[config.mk]
export PLATFORM = sky130hd
export DESIGN_NAME = canny_frame_ctrl
export DESIGN_NICKNAME = d
export VERILOG_FILES = /design/src/rtl/canny_frame_ctrl.sv
export SDC_FILE = /design/constraint.sdc
export NUM_CORES = 1
export LEC_CHECK = 0
export CAP_MARGIN = 15
export CORE_ASPECT_RATIO = 1.4
export CORE_MARGIN = 2
export CORE_UTILIZATION = 55
export DETAILED_ROUTE_END_ITERATION = 10
export GPL_TIMING_DRIVEN = 0
export PLACE_DENSITY = 0.83
export SETUP_SLACK_MARGIN = 0.3
export SLEW_MARGIN = 20
export SYNTH_ARGS = -nofsm -noshare
export SYNTH_HDL_FRONTEND = slang
export SYNTH_SLANG_ARGS = --single-unit
[constraint.sdc]
create_clock -name clk -period 3.3 [get_ports clk]
set_clock_uncertainty 0.05 [all_clocks]
set_input_delay 0.825 -clock clk [delete_from_list [all_inputs] [get_ports clk]]
set_output_delay 0.825 -clock clk [all_outputs]
set_load 0.02 [all_outputs]
[src/rtl/canny_frame_ctrl.sv]
// Purpose : frame sequencer around the Canny pipeline; feeds one pixel per clock, pads zeros, tags outputs.
// Latency : s_data -> pipe_pixel 1 cycle; pipe_valid/pipe_data -> m_* beat 1 cycle; done 1 cycle after out_done seen in FLUSH.
// Backpress: none toward the pipeline; s_ready is high for exactly IMG_W*IMG_H STREAM cycles, a missing s_valid is an underrun.
//
// Ports:
//   clk, rst (async active-low), start/busy/done/err  - frame control and status
//   s_valid/s_data/s_ready                            - source raster stream
//   pipe_pixel (to pipeline), pipe_valid/pipe_data    - pipeline input and output
//   m_valid/m_data/m_col/m_row/m_eol/m_eof            - tagged output beats
// Optional feature: define CANNY_CTRL_TIMEOUT_EN to bound FLUSH to TIMEOUT_CYC cycles (sets err[1]).

module canny_frame_ctrl #(
   parameter int IMG_W       = 256,
   parameter int IMG_H       = 256,
   parameter int TIMEOUT_CYC = 8192
) (
   input  logic                     clk,
   input  logic                     rst,
   input  logic                     start,
   output logic                     busy,
   output logic                     done,
   output logic [1:0]               err,
   input  logic                     s_valid,
   input  logic [7:0]               s_data,
   output logic                     s_ready,
   output logic [7:0]               pipe_pixel,
   input  logic                     pipe_valid,
   input  logic [7:0]               pipe_data,
   output logic                     m_valid,
   output logic [7:0]               m_data,
   output logic [$clog2(IMG_W)-1:0] m_col,
   output logic [$clog2(IMG_H)-1:0] m_row,
   output logic                     m_eol,
   output logic                     m_eof
);

   localparam int CW = $clog2(IMG_W);
   localparam int RW = $clog2(IMG_H);
   localparam int PW = $clog2(IMG_W * IMG_H);

   localparam logic [CW-1:0] COL_LAST = CW'(IMG_W - 1);
   localparam logic [RW-1:0] ROW_LAST = RW'(IMG_H - 1);
   localparam logic [PW-1:0] PIX_LAST = PW'(IMG_W * IMG_H - 1);

   typedef enum logic [1:0] {
      S_IDLE,
      S_STREAM,
      S_FLUSH,
      S_DONE
   } state_t;

   state_t        state;
   logic [PW-1:0] in_cnt;
   logic [CW-1:0] col_cnt;
   logic [RW-1:0] row_cnt;
   logic          out_done;

   logic out_en;
   logic beat_eol;
   logic beat_eof;
   logic timeout_hit;

`ifdef CANNY_CTRL_TIMEOUT_EN
   localparam int TW = $clog2(TIMEOUT_CYC + 1);
   localparam logic [TW-1:0] TO_LAST = TW'(TIMEOUT_CYC - 1);

   logic [TW-1:0] flush_cnt;

   // Last permitted FLUSH cycle without the eof beat having arrived.
   assign timeout_hit = (state == S_FLUSH) && !out_done && (flush_cnt == TO_LAST);
`else
   assign timeout_hit = 1'b0;
`endif

   // A pipeline beat is tagged only while a frame is live and before the eof beat;
   // the timeout cycle also drops its beat so nothing is emitted after err[1].
   assign out_en   = ((state == S_STREAM) || (state == S_FLUSH)) && pipe_valid
                     && !out_done && !timeout_hit;
   assign beat_eol = (col_cnt == COL_LAST);
   assign beat_eof = beat_eol && (row_cnt == ROW_LAST);

   always_ff @(posedge clk or negedge rst) begin
      if (!rst) begin
         state      <= S_IDLE;
         in_cnt     <= '0;
         col_cnt    <= '0;
         row_cnt    <= '0;
         out_done   <= 1'b0;
         busy       <= 1'b0;
         done       <= 1'b0;
         err        <= 2'b00;
         s_ready    <= 1'b0;
         pipe_pixel <= 8'h00;
         m_valid    <= 1'b0;
         m_data     <= 8'h00;
         m_col      <= '0;
         m_row      <= '0;
         m_eol      <= 1'b0;
         m_eof      <= 1'b0;
`ifdef CANNY_CTRL_TIMEOUT_EN
         flush_cnt  <= '0;
`endif
      end else begin
         done    <= 1'b0;
         m_valid <= 1'b0;

         // Output side: tag and count pipeline beats.
         if (out_en) begin
            m_valid <= 1'b1;
            m_data  <= pipe_data;
            m_col   <= col_cnt;
            m_row   <= row_cnt;
            m_eol   <= beat_eol;
            m_eof   <= beat_eof;
            if (beat_eol) begin
               col_cnt <= '0;
               row_cnt <= row_cnt + 1'b1;
            end else begin
               col_cnt <= col_cnt + 1'b1;
            end
            if (beat_eof) begin
               out_done <= 1'b1;
            end
         end

         case (state)
            S_IDLE: begin
               s_ready    <= 1'b0;
               pipe_pixel <= 8'h00;
               if (start) begin
                  err      <= 2'b00;
                  in_cnt   <= '0;
                  col_cnt  <= '0;
                  row_cnt  <= '0;
                  out_done <= 1'b0;
                  busy     <= 1'b1;
                  s_ready  <= 1'b1;
                  state    <= S_STREAM;
               end
            end

            S_STREAM: begin
               // The pipeline cannot stall: a missing pixel becomes 0 and is flagged.
               pipe_pixel <= s_valid ? s_data : 8'h00;
               if (!s_valid) begin
                  err[0] <= 1'b1;
               end
               if (in_cnt == PIX_LAST) begin
                  in_cnt  <= '0;
                  s_ready <= 1'b0;
                  state   <= S_FLUSH;
`ifdef CANNY_CTRL_TIMEOUT_EN
                  flush_cnt <= '0;
`endif
               end else begin
                  in_cnt <= in_cnt + 1'b1;
               end
            end

            S_FLUSH: begin
               pipe_pixel <= 8'h00;
`ifdef CANNY_CTRL_TIMEOUT_EN
               flush_cnt <= flush_cnt + 1'b1;
               if (timeout_hit) begin
                  err[1] <= 1'b1;
                  done   <= 1'b1;
                  state  <= S_DONE;
               end
`endif
               if (out_done) begin
                  done  <= 1'b1;
                  state <= S_DONE;
               end
            end

            S_DONE: begin
               busy  <= 1'b0;
               state <= S_IDLE;
            end

            default: begin
               state <= S_IDLE;
            end
         endcase
      end
   end

endmodule

-- Word-level counts from Yosys, hierarchy flattened
Cells that the tools add are included.
- order comparisons: 0
- multiplexer cells: 32
- bitwise operators: 0
- add/subtract/negate cells: 3
- $mul: 0
- divide/modulo/power cells: 0
- reduce and logical (&&, ||, !) cells: 15
- equal/unequal tests: 10
- shift operators: 0
- operators with widths (cell ; count):
    $mux W8 ; 9
    $mux W16 ; 2
    $pmux W16 S2 ; 1
    $add A16 B1 Y16 const B ; 1
    $add A8 B1 Y8 const B ; 2
    $eq A16 B16 Y1 const B ; 1
    $eq A8 B8 Y1 const B ; 2
    $pmux W8 S2 ; 1
    $mux W1 ; 12
    $pmux W2 S4 ; 1
    $mux W2 ; 3
    $ne A2 B2 Y1 const B ; 3
    $pmux W1 S2 ; 3
    $reduce_and A2 Y1 ; 3
    $reduce_and A3 Y1 ; 2
    $reduce_bool A2 Y1 ; 3
    $eq A2 B2 Y1 const B ; 2
    $logic_and A1 B1 Y1 ; 3
    $eq A2 B1 Y1 const B ; 1
    $logic_not A2 Y1 ; 1
    $ne A2 B1 Y1 const B ; 1
    $reduce_or A2 Y1 ; 1
    $logic_not A1 Y1 ; 1
    $logic_or A1 B1 Y1 ; 1
- bits in writable memories: 0
- latch bits: 0
- memory bits (read-only): 0
- flip-flop bits (word level): 74
- logic and storage cells: 76
- memories kept: 0
- output and inout port bits: 40

-- Longest topological paths before layout
Gate-level depths: netlist of run 1.
- depth in word-level cells: 7
- depth in mapped cells: 8
- depth with buffers taken out: 8

-- Least setup slack after synthesis of run 1
OpenSTA, ideal clock, no wires.
- path kind: in2reg
- start point: input pipe_valid
- end point: register row_cnt[7]
- path slack: 1.301 ns
- cell stages on the path: 5
- path buffers: 0
- required time: 3.172 ns
- arrival: 1.870 ns
- path through: nand3b_4 nor4_2 nand4_1 or3_1 a21oi_1
- cells in the longest elaborated chain, start to end: 5
- ends and longest elaborated chain (element ; RTL line ; text):
    start, declared ; 27 ; input logic pipe_valid,
    $logic_and A1 B1 Y1 (*) ; 77 ; assign out_en = ((state == S_STREAM) || (state == S_FLUSH)) && pipe_valid
    $logic_and A1 B1 Y1 (*) ; 78 ; && !out_done && !timeout_hit;
    $mux W8 (*) ; 108 ; if (out_en) begin
    $mux W8 ; 130 ; if (start) begin
    $mux W8 (*) ; 126 ; case (state)
    end signal, assigned ; 117 ; row_cnt <= row_cnt + 1'b1;
    end, declared ; 55 ; logic [RW-1:0] row_cnt;
Mark *: on every way between the ends. The rest lies on a longest branch, timed or not.
A chain may end at the register's enable or synchronous reset.

-- Final worst setup path of run 1
Ends and elaborated chain as after synthesis.

==> results_dict.tcl, run 1 <==
set metrics [dict create \
    synth_area_leaders "dfrtp_1 (55%), nand2_1 (10%), ha_1 (3.3%)" \
    worstSetupStartpointType "input pin" \
    syn_area_per_cell_um2 9.70 \
    ctsResizeCount 0 \
    clk_latency_ns 0.36 \
    worstPathArrival_ns 2.59 \
    drc 0 \
    die_h_um 96.8 \
    dp.cells 479 \
    synth.distinct_cells 48 \
    synth_cells 349 \
    cp.depth 6 \
    max_stage_delay_ns 0.50 \
    drt-total-wl_um 7170 \
    final_cells 495 \
    internal-power_mw 1.96 \
    setup_slack_ns 0.934 \
    synth.most_common_cell "nand2_1" \
    hold_violations 0 \
    pwr-share-clk 0.228 \
    ios 61 \
    core_area_mm2 0.00590 \
    yosys_warnings 0 \
    muxShareOfSynthArea 0.00924 \
    setup_viol 0 \
    die_area_mm2 0.00681 \
    gp_congestion 0.824 \
    antenna_cells 0 \
    ir_drop_uv 642 \
    synth-seq-area-share 0.547 \
    fin_crit_sh 0.717 \
    p_comb_frac 0.385 \
    cts.path.max_buffers 2 \
    antenna_found_initial 0 \
    synth_top_cell_by_area "dfrtp_1" \
    root_buffer "clkbuf_8" \
    syn-cell-area_mm2 0.00339 \
    status "complete, no violations" \
    yosys.area_share.simple 0.251 \
    ys_async_sr_fraction 1.00 \
    synth_compound_area_frac 0.0813 \
    crit_family "simple AND/OR/NAND/NOR gates" \
    via_per_inst 5.44 \
    ys_seq_elements 74 \
    pwr_density_cell_mw_per_mm2 732 \
    post-route-util 0.727 \
    drive_gt1_frac 0.0824 \
    cp.required_ns 3.53 \
    hold_class "input pin to asynchronous set/reset pin" \
    place_area_mm2 0.00408 \
    htreeDepth 3 \
    grt_pass1_wl_um 12400 \
    stdcell_area_mm2 0.00429 \
    synthAdderAreaFrac 0.0333 \
    synth_edf_count 0 \
    numCtsBuffers 9 \
    vias 2691 \
    synthXorXnorAreaFrac 0.0466 \
    hpwl_um 5170 \
    grtUsageTotal 0.229 \
    relSlewSlack 0.507 \
    cts.clk_slew.worst_paths_ns 0.08 \
    synth_top_cells_by_count "nand2_1 (94), dfrtp_1 (74), nor2_1 (30)" \
    port_buffers 59 \
    areaGrowthSynthToFinish_pct 26.8 \
    drtIter0Drc 164 \
    switching_share 0.375 \
    fmax_mhz 423 \
    first_pass_iters 4 \
    worstSetupPathType "input pin to flop" \
    holdBufCountCts 0 \
    synth_top_cell_area_share 0.547 \
    setup-tns-final_ns 0 \
    crit_fanout 6 \
    syn_nets 379 \
    whs_ns 0.339 \
    synth_top_family_by_area "simple AND/OR/NAND/NOR gates" \
    pre_cts_ws_ns 0.586 \
    max_cap_viol_count 0 \
    start_util 0.573 \
    clkSinkCount 74 \
    end_kind "flop" \
    r2r.worst_path.cells 7 \
    ys.flop_type "dfrtp_1" \
    cpMaxStageDelayCell "clkdlybuf4s50_1" \
    power_mw 3.14 \
    tightest_slew_ns 0.733 \
    overflow 0 \
    nets 450 \
    switchingPower_mw 1.18 \
    cts_tree "yes" \
    path_buf_inv 1 \
    grt_max_degree 46 \
    leakagePower_nw 2.04 \
    ant_nets 0 \
    power_frac_seq 0.387 \
    row_count 33 \
    drv_slew 0 \
    worstPathCellList "clkdlybuf4s50_1 -> nand3b_4 -> nor4_2 -> nand4_1 -> or3_1 -> a21oi_1" \
    first_global_vias 2711 \
    post_cts_buffers 0 \
    wl_per_cell_um 14.5 \
    die_x_um 70.3 \
    finalCriticalPeriod_ns 2.37 \
    rsz0062_at_grt "no" \
]
flip-flops by register name (all words and copies together) (netlist names), 2 cells and up:
register / count
in_cnt: 16
col_cnt: 8
m_col: 8
m_data: 8
m_row: 8
pipe_pixel: 8
row_cnt: 8
state: 2
worst reg2reg max path, cell delays in order, from the launching register on:
cell and delay, ns:
dfrtp_1 0.43, inv_1 0.11, ha_1 0.35, nand3b_4 0.12, nor4_2 0.39, nand4_1 0.23, or3_1 0.39, a21oi_1 0.14
cells in the final DEF (no fill, tap or decap), drive strengths merged, types with 2 or more instances in the layout:
master / n
inv: 10
nor3: 9
or3: 4
nand2: 94
nand2b: 2
clkdlybuf4s50: 58
clkinv: 4
a31oi: 2
nor2: 31
o31ai: 2
a22o: 10
o21ai: 9
or4: 2
xnor2: 7
nor2b: 3
nand3: 9
and2: 2
mux2i: 2
clkbuf: 19
nor4: 3
nand4: 11
a21oi: 11
and3: 4
ha: 9
a21o: 3
nor4b: 2
xor2: 11
buf: 7
dfrtp: 74
final timing paths:
| path | slack (ns) | end | start |
|---|---|---|---|
| min in group clk | 0.43 | m_col[1] | m_col[1] |
| worst max-delay path | 0.93 | row_cnt[7] | pipe_valid |
| max in group asynchronous | 2.30 | out_done | rst |
| worst min register to register | 0.43 | m_col[1] | m_col[1] |
| worst max register to register | 1.01 | row_cnt[7] | state[0] |
| worst min-delay path | 0.34 | in_cnt[2] | rst |
cells by family (layout without fill, tap and decap cells):
kind of cell / Yosys count / after routing
other: 1 / 1
multiplexers: 3 / 3
AND/OR/NAND/NOR: 179 / 179
XOR/XNOR: 18 / 18
AO/OA/AOI/OAI: 41 / 41
flip-flops: 74 / 74
adder cells (fa/ha/maj): 9 / 9
buffers and inverters: 24 / 100
final cells by class:
cell class                      count  area, µm²
Sequential cell                    74       1850
Fill cell                         442       1610
Multi-Input combinational cell    251       1440
Timing Repair Buffer               60        608
Clock buffer                       11        151
Tap cell                           70       87.6
Buffer                             13       61.3
Clock inverter                      5       52.6
Inverter                           11       41.3
power by group through the flow:
stage | registers, mW | clock network, mW | logic [mW]
detailed placement | 1.23 | 0 | 1.21
global route | 1.24 | 0.759 | 1.33
CTS | 1.22 | 0.732 | 1.22
floorplan | 1.36 | 0 | 0.598
finish | 1.22 | 0.716 | 1.21
global placement | 1.22 | 0 | 1.17
layer usage:
metal	global-route usage	wire (µm)
met5	0	0
met4	0.127	184
met3	0.0365	272
met2	0.388	3670
met1	0.273	3050
(Power assumes the default switching activity.)
==> inputs of run 2 (changes only) <==
--- a/config.mk
+++ b/config.mk
@@ -8,10 +8,10 @@
 export CAP_MARGIN = 15
 export CORE_ASPECT_RATIO = 1.4
 export CORE_MARGIN = 2
-export CORE_UTILIZATION = 55
+export CORE_UTILIZATION = 52
 export DETAILED_ROUTE_END_ITERATION = 10
 export GPL_TIMING_DRIVEN = 0
-export PLACE_DENSITY = 0.83
+export PLACE_DENSITY = 0.79
 export SETUP_SLACK_MARGIN = 0.3
 export SLEW_MARGIN = 20
 export SYNTH_ARGS = -nofsm -noshare
==> constraint.sdc (replaced) <==
create_clock -name clk -period 2.47 [get_ports clk]
set_clock_uncertainty 0.05 [all_clocks]
set_input_delay 0.6175 -clock clk [delete_from_list [all_inputs] [get_ports clk]]
set_output_delay 0.6175 -clock clk [all_outputs]
set_load 0.02 [all_outputs]
==> results_dict.tcl, run 2 (same netlist as run 1, synthesis figures left out) <==
set metrics [dict create \
    ios 61 \
    r2r.worst_path.cells 7 \
    antenna_cells 0 \
    first_global_vias 2661 \
    drtIter0Drc 201 \
    final_cells 498 \
    die_h_um 99.5 \
    end_kind "flop" \
    row_count 34 \
    hold_class "input pin to asynchronous set/reset pin" \
    worstSetupStartpointType "flop" \
    hold_violations 0 \
    antenna_found_initial 0 \
    holdBufCountCts 0 \
    numCtsBuffers 9 \
    grt_pass1_wl_um 12300 \
    fmax_mhz 482 \
    worstSetupPathType "flop to flop" \
    dp.cells 481 \
    drive_gt1_frac 0.0915 \
    nets 451 \
    hpwl_um 4960 \
    worstPathCellList "inv_1 -> ha_1 -> buf_4 -> nor2b_1 -> nor3_1 -> a21oi_1 -> a31oi_1" \
    setup_viol 0 \
    root_buffer "clkbuf_8" \
    cpMaxStageDelayCell "nor3_1" \
    core_area_mm2 0.00625 \
    clkSinkCount 74 \
    tightest_slew_ns 0.743 \
    worstReg2RegEnd "in_cnt[11]" \
    htreeDepth 3 \
    wl_per_cell_um 14.0 \
    drc 0 \
    max_stage_delay_ns 0.53 \
    largest_reg_flops 16 \
    leakagePower_nw 2.07 \
    cts_tree "yes" \
    relSlewSlack 0.500 \
    crit_family "simple AND/OR/NAND/NOR gates" \
    grtUsageTotal 0.217 \
    path_buf_inv 2 \
    pwr_density_cell_mw_per_mm2 981 \
    final_common_cell "nand2_1" \
    crit_fanout 8 \
    areaGrowthSynthToFinish_pct 28.3 \
    die_area_mm2 0.00718 \
    whs_ns 0.124 \
    r2r-start "state[0]" \
    via_per_inst 5.41 \
    clk_latency_ns 0.34 \
    rrSetupSlack_ns 0.40 \
    die_x_um 72.2 \
    overflow 0 \
    grt_max_degree 51 \
    gp_congestion 0.779 \
    cp.required_ns 2.69 \
    drt-total-wl_um 6970 \
    ir_drop_uv 689 \
    rsz0062_at_grt "yes" \
    first_pass_iters 4 \
    vias 2695 \
    port_buffers 59 \
    fin_crit_sh 0.840 \
    cts.path.max_buffers 2 \
    drv_slew 0 \
    finalCriticalPeriod_ns 2.07 \
    ant_nets 0 \
    max_cap_viol_count 0 \
    cts.clk_slew.worst_paths_ns 0.08 \
    start_util 0.541 \
    mostFrequentLayoutCells "nand2_1 (94), dfrtp_1 (74), clkdlybuf4s50_1 (58)" \
    worstPathArrival_ns 2.29 \
    status "complete, no violations" \
    top_register "in_cnt" \
]
==> run 2: report_power, final <==
| group | internal (mW) | switching, mW | total, mW |
|---|---|---|---|
| Clock | 0.577 | 0.438 | 1.02 |
| Combinational | 0.666 | 0.954 | 1.62 |
| Sequential | 1.45 | 0.177 | 1.62 |
| Total | 2.69 | 1.57 | 4.26 |
==> run 2: repair_timing <==
| item | 4_1_cts | 5_1_grt |
|---|---|---|
| pin swaps | 1 | 3 |
| buffers inserted | 1 | 0 |
| gates resized for setup | 1 | 4 |
| endpoints found under the setup margin | 2 | 24 |
==> run 2: worst max-delay path by stage <==
stage / depth (start not counted) / slack, ns / start / endpoint
CTS: 8 / 0.33 / state[0] / row_cnt[4]
global placement: 1 / -1.78 / rst / m_row[2]
floorplan: 7 / 0.48 / state[0] / row_cnt[7]
finish: 7 / 0.40 / state[0] / in_cnt[11]
detailed placement: 6 / 0.01 / pipe_valid / row_cnt[7]
global route: 7 / 0.29 / state[0] / row_cnt[7]
==> run 2: final cells by class <==
| class | count | area [µm²] |
|---|---|---|
| buffer | 13 | 63.8 |
| clock buffer | 13 | 179 |
| clock inverter | 3 | 45.0 |
| fill | 481 | 1910 |
| inverter | 11 | 41.3 |
| multi-input combinational | 251 | 1450 |
| sequential | 74 | 1850 |
| tap | 72 | 90.1 |
| timing repair buffer | 61 | 623 |
==> run 2: through the flow <==
| stage | power, mW | TNS [ns] | area (µm²) | util | setup slack (ns) |
|---|---|---|---|---|---|
| floorplan | 2.62 | 0 | 3390 | - | 0.479 |
| global placement | 3.21 | -131.55 | 4070 | 0.650 | -1.78 |
| detailed placement | 3.27 | 0 | 4100 | 0.655 | 0.0127 |
| CTS | 4.28 | 0 | 4340 | 0.694 | 0.326 |
| global route | 4.55 | 0 | 4340 | 0.694 | 0.285 |
| finish | 4.26 | 0 | 4340 | 0.694 | 0.396 |
==> run 2: worst reg2reg max path: stages, from the launching register on <==
cell	delay [ns]
dfrtp_1	0.43
inv_1	0.10
ha_1	0.20
buf_4	0.16
nor2b_1	0.19
nor3_1	0.53
a21oi_1	0.18
a31oi_1	0.18
==> run 2: metal layers <==
| layer | wire (µm) | global-route usage |
|---|---|---|
| met1 | 3050 | 0.278 |
| met2 | 3510 | 0.354 |
| met3 | 271 | 0.0456 |
| met4 | 143 | 0.0900 |
| met5 | 0 | 0 |
==> inputs of run 3 (changes only) <==
--- a/config.mk
+++ b/config.mk
@@ -8,10 +8,10 @@
 export CAP_MARGIN = 15
 export CORE_ASPECT_RATIO = 1.4
 export CORE_MARGIN = 2
-export CORE_UTILIZATION = 52
+export CORE_UTILIZATION = 47
 export DETAILED_ROUTE_END_ITERATION = 10
 export GPL_TIMING_DRIVEN = 0
-export PLACE_DENSITY = 0.79
+export PLACE_DENSITY = 0.76
 export SETUP_SLACK_MARGIN = 0.3
 export SLEW_MARGIN = 20
 export SYNTH_ARGS = -nofsm -noshare
==> constraint.sdc (replaced) <==
create_clock -name clk -period 1.67 [get_ports clk]
set_clock_uncertainty 0.05 [all_clocks]
set_input_delay 0.4175 -clock clk [delete_from_list [all_inputs] [get_ports clk]]
set_output_delay 0.4175 -clock clk [all_outputs]
set_load 0.02 [all_outputs]
==> results_dict.tcl, run 3 (same netlist as run 1, synthesis figures left out) <==
set metrics [dict create \
    status "finished with violations" \
    violations "setup timing" \
    hold_class "flop to flop" \
    grt_pass1_wl_um 12900 \
    final_common_cell "nand2_1" \
    start_util 0.485 \
    pwr_density_cell_mw_per_mm2 1540 \
    cts_tree "yes" \
    overflow 0 \
    whs_ns 0.447 \
    clkSinkCount 74 \
    holdPathStages 2 \
    grtUsageTotal 0.213 \
    fmax_mhz 507 \
    gp_congestion 0.848 \
    grt_max_degree 41 \
    worstSetupPathType "flop to flop" \
    first_pass_iters 4 \
    r2r.worst_path.cells 9 \
    ant_nets 0 \
    areaGrowthSynthToFinish_pct 59.2 \
    dp.cells 504 \
    mostFrequentLayoutCells "nand2_1 (89), dfrtp_1 (69), buf_4 (56)" \
    die_area_mm2 0.00791 \
    port_buffers 59 \
    drive_gt1_frac 0.392 \
    fillCellCount 429 \
    cpMaxStageDelayCell "dfrtp_2" \
    crit_fanout 7 \
    clk_latency_ns 0.36 \
    row_count 36 \
    vias 2996 \
    hold_violations 0 \
    nets 516 \
    cp.required_ns 1.87 \
    root_buffer "clkbuf_8" \
    drtIter0Drc 141 \
    worstPathCellList "inv_4 -> ha_4 -> nand3b_4 -> nor4_4 -> buf_4 -> buf_6 -> nand4_1 -> xor2_1 -> nor2_1" \
    setup_slack_ns -0.304 \
    core_area_mm2 0.00698 \
    final_cells 585 \
    max_stage_delay_ns 0.40 \
    fin_crit_sh 1.18 \
    numCtsBuffers 9 \
    ios 61 \
    first_global_vias 2795 \
    hpwl_um 4990 \
    power_mw 8.29 \
    leakagePower_nw 2.65 \
    place_area_mm2 0.00428 \
    cp.depth 9 \
    largest_reg_flops 16 \
    rsz0062_at_grt "yes" \
    drt-total-wl_um 8760 \
    die_h_um 104 \
    die_x_um 75.7 \
    top_register "in_cnt" \
    worstPathArrival_ns 2.18 \
    end_kind "flop" \
    max_cap_viol_count 0 \
    via_per_inst 5.12 \
    cts.path.max_buffers 2 \
    setup_viol 35 \
    post-route-util 0.772 \
    wl_per_cell_um 15.0 \
    drc 0 \
    crit_family "simple AND/OR/NAND/NOR gates" \
    htreeDepth 3 \
    worstSetupStartpointType "flop" \
    cts.clk_slew.worst_paths_ns 0.08 \
    antenna_cells 0 \
    stdcell_area_mm2 0.00539 \
    path_buf_inv 3 \
    finalCriticalPeriod_ns 1.97 \
    drv_slew 0 \
    antenna_found_initial 0 \
    ir_drop_uv 1260 \
]
-- run 3: timing repair --
item / 4_1_cts / 5_1_grt
gates resized for setup: 257 / 64
hold buffers: 1 / 0
setup buffers: 40 / 24
pin swaps: 25 / 26
setup endpoints to repair: 111 / 109
cloned: 0 / 1
hold endpoints to repair: 34 / 0
-- run 3: layout make-up --
type | instances | area (µm²) | share of cell area
clock buffers | 9 | 124 | 0.0230
repair buffers | 126 | 1200 | 0.224
clock inverters | 6 | 115 | 0.0214
multi-input cells | 251 | 1750 | 0.325
flip-flops and latches | 74 | 1860 | 0.345
inverters | 11 | 56.3 | 0.0104
well taps | 95 | 119 | 0.0221
plain buffers | 13 | 164 | 0.0304
-- run 3: path summary, 6_finish.rpt --
kind	startpoint	endpoint	slack [ns]
worst min-delay path	m_row[1]	m_row[1]	0.45
min in group asynchronous	rst	m_col[5]	0.49
worst max-delay path	state[0]	row_cnt[6]	-0.30
worst max register to register	state[0]	row_cnt[6]	-0.30
worst min register to register	m_row[1]	m_row[1]	0.45
max in group asynchronous	rst	in_cnt[11]	0.49
-- run 3: worst reg2reg max path, cell delays in order (launching register included) --
cell	delay, ns
dfrtp_2	0.40
inv_4	0.05
ha_4	0.29
nand3b_4	0.09
nor4_4	0.35
buf_4	0.17
buf_6	0.12
nand4_1	0.12
xor2_1	0.18
nor2_1	0.05
-- run 3: metrics by stage --
| step | worst slack, ns | setup TNS (ns) |
|---|---|---|
| after floorplan | -0.0560 | -0.340 |
| after global placement | -2.32 | -184.97 |
| after detailed placement | -0.457 | -13.54 |
| after CTS | -0.167 | -1.98 |
| after global routing | -0.403 | -8.14 |
| final | -0.304 | -5.38 |
-- run 3: power breakdown --
group	switching (mW)	leakage [nW]	internal, mW
Sequential	0.298	0.991	2.14
Clock	0.699	0.116	0.991
Combinational	1.99	1.54	2.17
-- run 3: layer usage --
layer | part of all wire | up-vias | track usage
li1 | - | 1442 | -
met1 | 0.40 | 1454 | 0.254
met2 | 0.54 | 81 | 0.362
met3 | 0.034 | 19 | 0.0339
met4 | 0.025 | 0 | 0.0965
met5 | 0 | - | 0
